File: config.mk
export PLATFORM = sky130hd
export DESIGN_NAME = md_issue_queue
export DESIGN_NICKNAME = d
export VERILOG_FILES = /design/src/rtl/md_issue_queue_pkg.sv /design/src/rtl/md_issue_queue_sync_fifo.sv /design/src/rtl/md_issue_queue.sv
export SDC_FILE = /design/constraint.sdc
export NUM_CORES = 1
export LEC_CHECK = 0
export ABC_AREA = 0
export BUFFER_PORTS_ARGS = -buffer_cell sky130_fd_sc_hd__buf_4
export CAP_MARGIN = 20
export CORE_UTILIZATION = 50
export DETAILED_ROUTE_END_ITERATION = 10
export PLACE_DENSITY = 0.74
export SYNTH_ARGS = -nofsm -noshare
export SYNTH_HDL_FRONTEND = slang
export SYNTH_SLANG_ARGS = --single-unit
File: constraint.sdc
create_clock -name clk -period 4.5 [get_ports clk]
set_clock_uncertainty 0.2 [all_clocks]
set_input_delay 0.9 -clock clk [delete_from_list [all_inputs] [get_ports clk]]
set_output_delay 0.9 -clock clk [all_outputs]
set_load 0.05 [all_outputs]
File: src/rtl/md_issue_queue_pkg.sv
// Shared HI/LO op encodings and the queue entry layout.
// Used by the issue queue and by the downstream multiply/divide unit.
package md_issue_queue_pkg;

    typedef enum logic [2:0] {
        MD_MULT  = 3'd0,
        MD_MULTU = 3'd1,
        MD_DIV   = 3'd2,
        MD_DIVU  = 3'd3,
        MD_MTHI  = 3'd4,
        MD_MTLO  = 3'd5,
        MD_IDLE  = 3'd7
    } md_op_e;

    localparam int unsigned DATA_W  = 32;
    localparam int unsigned ENTRY_W = 3 + 2 * DATA_W;

    typedef struct packed {
        logic [2:0]        op;
        logic [DATA_W-1:0] a;
        logic [DATA_W-1:0] b;
    } md_entry_t;

    // Codes 6 and 7 never enter the queue.
    function automatic logic is_md_op(input logic [2:0] code);
        return code <= 3'(MD_MTLO);
    endfunction

    // Only mult/div variants occupy the downstream unit.
    function automatic logic starts_unit(input logic [2:0] code);
        return code <= 3'(MD_DIVU);
    endfunction

endpackage

File: src/rtl/md_issue_queue_sync_fifo.sv
// Synchronous FIFO: a push is refused when full, even alongside a pop.
// Entry storage is not reset; only pointers and count are.
module sync_fifo #(
    parameter int WIDTH = 67,
    parameter int DEPTH = 4
) (
    input  logic                       clk,
    input  logic                       reset,
    input  logic                       push,
    input  logic                       pop,
    input  logic [WIDTH-1:0]           din,
    output logic [WIDTH-1:0]           dout,
    output logic                       full,
    output logic                       empty,
    output logic [$clog2(DEPTH+1)-1:0] count
);

    localparam int PW = $clog2(DEPTH);
    localparam int CW = $clog2(DEPTH + 1);

    logic [WIDTH-1:0] mem [DEPTH];
    logic [PW-1:0]    wr_ptr;
    logic [PW-1:0]    rd_ptr;
    logic             do_push;
    logic             do_pop;

    assign full    = (count == CW'(DEPTH));
    assign empty   = (count == '0);
    assign do_push = push && !full;
    assign do_pop  = pop && !empty;
    assign dout    = mem[rd_ptr];

    always_ff @(posedge clk) begin
        if (reset) begin
            wr_ptr <= '0;
            rd_ptr <= '0;
            count  <= '0;
        end else begin
            // Power-of-two DEPTH lets the pointers wrap by plain overflow.
            if (do_push) wr_ptr <= wr_ptr + PW'(1);
            if (do_pop)  rd_ptr <= rd_ptr + PW'(1);
            case ({do_push, do_pop})
                2'b10:   count <= count + CW'(1);
                2'b01:   count <= count - CW'(1);
                default: count <= count;
            endcase
        end
    end

    always_ff @(posedge clk) begin
        if (do_push) mem[wr_ptr] <= din;
    end

endmodule

File: src/rtl/md_issue_queue.sv
// Queues HI/LO-writing ops from E stage and issues them in order to the
// multiply/divide unit; also produces the front-end stall for full/mfhi/mflo.
module md_issue_queue
    import md_issue_queue_pkg::*;
#(
    parameter int DEPTH = 4
) (
    input  logic        clk,
    input  logic        reset,
    input  logic        op_valid,
    input  logic [2:0]  op,
    input  logic [31:0] a,
    input  logic [31:0] b,
    output logic        op_ready,
    input  logic        mf_req,
    input  logic        md_busy,
    output logic        md_start,
    output logic [2:0]  md_op,
    output logic [31:0] md_a,
    output logic [31:0] md_b,
    output logic        stall_md
);

    localparam int CW = $clog2(DEPTH + 1);

    md_entry_t     din;
    md_entry_t     head;
    logic          full;
    logic          empty;
    logic [CW-1:0] count;
    logic          push;
    logic          issue;
    logic          op_ok;

    assign op_ok = op_valid && is_md_op(op);
    assign din   = '{op: op, a: a, b: b};

    // Reset masks full so the front end sees a ready, non-stalling queue.
    assign op_ready = reset || !full;
    assign push     = op_ok && !full && !reset;
    assign issue    = !empty && !md_busy && !reset;
    assign stall_md = (mf_req && (count != '0 || md_busy)) || (op_ok && full && !reset);

    sync_fifo #(
        .WIDTH (ENTRY_W),
        .DEPTH (DEPTH)
    ) u_fifo (
        .clk   (clk),
        .reset (reset),
        .push  (push),
        .pop   (issue),
        .din   (din),
        .dout  (head),
        .full  (full),
        .empty (empty),
        .count (count)
    );

    always_comb begin
        md_op    = 3'(MD_IDLE);
        md_a     = '0;
        md_b     = '0;
        md_start = 1'b0;
        if (issue) begin
            md_op    = head.op;
            md_a     = head.a;
            md_b     = head.b;
            md_start = starts_unit(head.op);
        end
    end

endmodule

# After elaboration in Yosys (flattened, before gate mapping)
# Memory sizes are Yosys's and may differ from the RTL's. A register that Yosys moved wholly into a read port is not among the register bits.
# Index checks and enable logic that the tools add are counted.
word_totals:
  ff_bits: 7
  input_bits: 72
  out_inout_bits: 70
  mem_bits_rw: 268
  n_memories: 1
mem_list:
  columns: ["memory", "words", "word_bits", "read_ports", "rd_ports_with_merged_regs", "write_ports", "line", "text"]
  rows:
  - ["u_fifo.mem", 4, 67, 1, 1, 1, "md_issue_queue_sync_fifo.sv:21", "logic [WIDTH-1:0] mem [DEPTH];"]
op_classes:
  order_cmp: 2
  reduce_logical: 20
  eq_ne: 3
  n_mux: 9
  add_sub_neg: 4
op_table:
  columns: ["op", "n"]
  rows:
  - ["$mux W32", 2]
  - ["$logic_and A1 B1 Y1", 10]
  - ["$pmux W3 S2", 1]
  - ["$add A2 B1 Y2 const B", 2]
  - ["$logic_not A1 Y1", 4]
  - ["$mux W2", 2]
  - ["$add A3 B1 Y3 const B", 1]
  - ["$eq A3 B3 Y1 const B", 1]
  - ["$le A3 B2 Y1 const B", 1]
  - ["$le A3 B3 Y1 const B", 1]
  - ["$logic_not A3 Y1", 1]
  - ["$logic_or A1 B1 Y1", 3]
  - ["$mux W1", 3]
  - ["$mux W3", 1]
  - ["$reduce_bool A3 Y1", 1]
  - ["$sub A3 B1 Y3 const B", 1]
  - ["$eq A2 B1 Y1 const B", 1]
  - ["$eq A2 B2 Y1 const B", 1]
  - ["$reduce_bool A2 Y1", 1]

# Logic depth before layout (Yosys ltp)
logic_depth:
  ltp_word: 7
  depth_mapped: 11
  mapped_depth_nobuf: 9

# Cells and area by module
# From an unflattened synthesis, not the netlist that was laid out.
unflattened:
  cells_unflattened: 486
  hier_area_um2: 10707.8
modules_own_cells:
  columns: ["mod", "seq_area_each_um2", "area_each_um2", "cells_each", "n_inst"]
  rows:
  - ["sync_fifo", 8227.9, 10172.3, 404, 1]
  - ["md_issue_queue", 0.0, 535.5, 82, 1]

# Worst setup path before layout
# No wires, ideal clock.
synth_path:
  kind: "input to output"
  startpoint: "input reset"
  endpoint: "output stall_md"
  stages: 4
  arrival_ns: 2.824
  path_slack_ns: 0.576
  path_cell_list: "buf_2 > inv_1 > nand3_1 > o21ai_0"
synth_between:
  elab_chain_len: 3
synth_rtl:
  columns: ["element", "line", "text"]
  rows:
  - ["start, declared", "md_issue_queue.sv:9", "input logic reset,"]
  - ["$logic_not A1 Y1", "md_issue_queue.sv:42", "assign stall_md = (mf_req && (count != '0 || md_busy)) || (op_ok && full && !reset);"]
  - ["$logic_and A1 B1 Y1", "md_issue_queue.sv:42", null]
  - ["$logic_or A1 B1 Y1", "md_issue_queue.sv:42", null]
  - ["end, declared", "md_issue_queue.sv:21", "output logic stall_md"]
# Every way passes these cells.

==> metrics.md <==
| Metric | Value |
|---|---|
| Outcome | `finished, final reports clean` |
| FF/Latch Area | `8240 um^2` |
| Crit-path cells | `buf_4 > mux4_2 > and2_1 > buf_4` |
| Sequential share of power | `51.7%` |
| R2R Path Start | `u_fifo.count[2]` |
| Clk Latency, worst-skew pair | `0.51 ns` |
| Post-Synth Adder-Cell Area | `0.775%` |
| Fin nets | `713` |
| Combinational Power Share | `8.5%` |
| Design area | `12900 um^2` |
| Critical path type | `reg2out` |
| DR pass1 iterations | `4` |
| DRC Markers | `0` |
| Vias in the first global route | `5344` |
| Worst Path Arrival | `2.54 ns` |
| Max-slew violations | `0` |
| CP Depth | `4` |
| CP max-delay cell | `mux4_2` |
| Cells after synthesis | `483` |
| Total GRT Usage | `17.7%` |
| Pre-CTS WS | `0.890 ns` |
| Largest family of logic cells by synthesized area | `multiplexers` |
| #FFs+latches synth | `277` |
| CP Max Fanout | `23` |
| WHS | `0.256 ns` |
| Starting density of the core | `50.9%` |
| Mapped Nets | `561` |
| Core Util, Final | `61.6%` |
| Layout cells sized above 1 | `40.5%` |
| CTS H-tree lvls | `1` |
| Area Overhead vs Synth | `21.2%` |
| CP startpoint kind | `register` |
| Post-DRT Antenna Nets | `0` |
| CP Buf/Inv Count | `2` |
| DR vias/cell | `5.40` |
| First-pass GRT wire length | `29300 um` |
| Clk pin slew, worst setup/hold paths | `0.06 ns` |
| RSZ-0062 raised after global routing | `no` |
| Final hold violation count | `0` |
| Setup ws final | `0.856 ns` |
| Die height | `148 um` |
| Post-cts hold buffer count | `0` |
| FILL cells | `1491` |
| CTS Buf Count | `27` |
| Final total power | `5.66 mW` |
| 1st-iter DRT viols | `301` |
| Placed instance area | `12000 um^2` |
| Setup_tns | `0 ns` |
| Drt total wl | `19300 um` |
| Die area | `21900 um^2` |
| Ant. Diodes | `0` |
| Dpl cells | `881` |
| HP Class | `reg2reg` |
| Postcts setup bufs | `0` |
| Post-synthesis mux area share | `14.5%` |
| Leakage | `4.40 nW` |
| Final worst-path cycle share | `81.0%` |
| Synth cell types | `29` |
| IO Port Bufs | `141` |
| Hold Path Depth | `1` |
| Simple-Gate Fraction of Synth Area | `4.80%` |
| Internal power | `4.49 mW` |
| HPWL Detailed | `11400 um` |
| VDD IR max | `0.246 mV` |
| Total number of vias | `5016` |
| Die X-Extent | `148 um` |
| Power Density | `438 nW/um^2` |
| Initial antenna violation count | `0` |
| Max-slew headroom | `31.6%` |
| Finished Layout Cells | `929` |
| Area of the multi-input gates | `2240 um^2` |
| Origin of the worst min-delay path | `u_fifo.rd_ptr[0]` |
| FMAX | `0.274 GHz` |
| Cell area after synthesis | `10700 um^2` |
| Pin count of the biggest net entering global routing | `69` |
| Post-CTS sizing | `0` |
| XOR/XNOR share of the synthesized area | `0.164%` |
| Minimum clock period | `3.64 ns` |
| Sequential element share of the synthesized area | `77.2%` |
| Reg-to-reg setup timing slack | `1.53 ns` |
| Sw Share | `20.7%` |
| Clk sinks | `277` |
| Core ar. | `21000 um^2` |
| CTS root buffer | `clkbuf_16` |
| Pin slew with the least headroom to its limit | `1.03 ns` |
| RR Endpoint | `u_fifo.count[2]` |
| Crit end category | `output port` |
| CTS tree | `yes` |
| Avg Inst Size Synth | `22.1 um^2` |
| Reg2Reg Depth | `9` |
| Clock Path Buffers | `3` |
| Total net switching power | `1.17 mW` |
| Most used cell, CP | `buf_4` |
| # setup viols final | `0` |
| Max-cap viol count | `0` |
| Yosys warning count | `0` |
| Gr ovfl total | `0` |
| GP Congestion | `0.701` |
| Number of I/O pins | `142` |
| WL/cell | `20.7 um` |
| Worst path max stage delay | `0.61 ns` |
| Row cnt | `53` |
| Delay-heaviest family, CP | `buffers and inverters` |
| CP required | `3.40 ns` |
| Clock power share | `39.8%` |
| Compound-cell area share of the yosys netlist | `0.646%` |
## logic make-up (layout without fill, tap and decap cells)
logic type / after synthesis / in the layout
DFF: 277 / 277
and+or+nand+nor: 85 / 85
muxes: 71 / 71
buffers and inverters: 32 / 203
AOI/OAI and AO/OA: 10 / 10
adders and majority gates: 6 / 6
xor gates and xnor gates: 2 / 2
## power groups by stage
stage                     registers, mW  clock network [mW]  logic (mW)
after floorplan                    2.96                   0       0.342
after global placement             2.98                   0       0.476
after detailed placement           2.98                   0       0.489
after CTS                          2.93                2.30       0.491
after global routing               2.93                2.39       0.515
final                              2.93                2.25       0.481
## cell usage after synthesis
cell / number / share of area [%]
a211oi_1: 1 / 0.070
a21bo_2: 1 / 0.094
a21oi_1: 3 / 0.14
and2_1: 68 / 4.0
buf_2: 12 / 0.56
buf_6: 6 / 0.63
buf_8: 1 / 0.14
clkbuf_1: 3 / 0.11
clkbuf_2: 1 / 0.047
clkbuf_4: 1 / 0.070
clkinv_4: 1 / 0.082
dfxtp_1: 9 / 1.7
edfxtp_1: 268 / 75
fa_1: 1 / 0.19
ha_1: 5 / 0.59
inv_1: 7 / 0.25
mux2_2: 1 / 0.11
mux2i_1: 3 / 0.28
mux4_2: 67 / 14
nand2_1: 2 / 0.070
nand2b_1: 4 / 0.23
nand3_1: 1 / 0.047
nor2_1: 7 / 0.25
nor3_2: 1 / 0.094
o21ai_0: 2 / 0.094
o311ai_0: 1 / 0.082
o41ai_1: 2 / 0.16
or3_1: 2 / 0.12
xor2_1: 2 / 0.16
## cell type report
cell class | count | share of cell area (%)
Clock buffer | 29 | 5.29
Clock inverter | 19 | 1.66
Inverter | 8 | 0.271
Multi-Input combinational cell | 174 | 17.3
Sequential cell | 277 | 63.7
Tap cell | 275 | 2.66
Timing Repair Buffer | 147 | 9.03
## metal layers
layer | GRT usage [%] | wire, um | up-vias | share of wire [%]
met3 | 3.70 | 1270 | 22 | 6.6
met2 | 30.5 | 9850 | 167 | 51
met1 | 23.4 | 7890 | 2574 | 41
met5 | 0 | 0 | - | 0
met4 | 3.97 | 244 | 0 | 1.3
li1 | - | - | 2253 | -
## flip-flops by register name, summed over array words and instances (netlist names), named ones only
name and flops:
u_fifo.count 3, u_fifo.rd_ptr 2, u_fifo.mem 268, u_fifo.wr_ptr 2
## placed cells by master (no fill, tap or decap)
master,n
edfxtp_1,268
buf_4,142
mux4_2,67
and2_1,64
clkbuf_16,27
clkinv_2,9
inv_1,7
nor2_1,7
dfxtp_1,7
ha_1,5
clkinv_1,5
bufinv_16,5
buf_12,5
nand2b_1,4
and2_4,4
a21oi_1,3
mux2i_1,3
or3_1,2
o41ai_1,2
o21ai_0,2
xor2_1,2
nand2_1,2
dfxtp_4,2
clkbuf_1,2
nor3_2,1
clkinv_4,1
a21bo_2,1
a211oi_1,1
nand3_1,1
mux2_2,1
o311ai_0,1
fa_1,1
## worst register-to-register path, cell delays in order (launching register included)
cell      delay (ns)
dfxtp_1         0.45
nor3_2          0.08
or3_1           0.44
clkinv_4        0.38
ha_1            0.27
inv_1           0.06
fa_1            0.39
xor2_1          0.17
or3_1           0.31
a21oi_1         0.16
## worst max-delay path by stage
stage | from | end | slack (ns)
3_5_place_dp | reset | u_fifo.count[2] | 0.89
4_1_cts | register | md_b[1] | 0.74
3_3_place_gp | reset | md_a[31] | 1.01
2_1_floorplan | reset | stall_md | 0.58
6_report | register | md_b[1] | 0.86
5_1_grt | register | md_b[1] | 0.68
No activity file was read; power rests on OpenSTA's default activity.
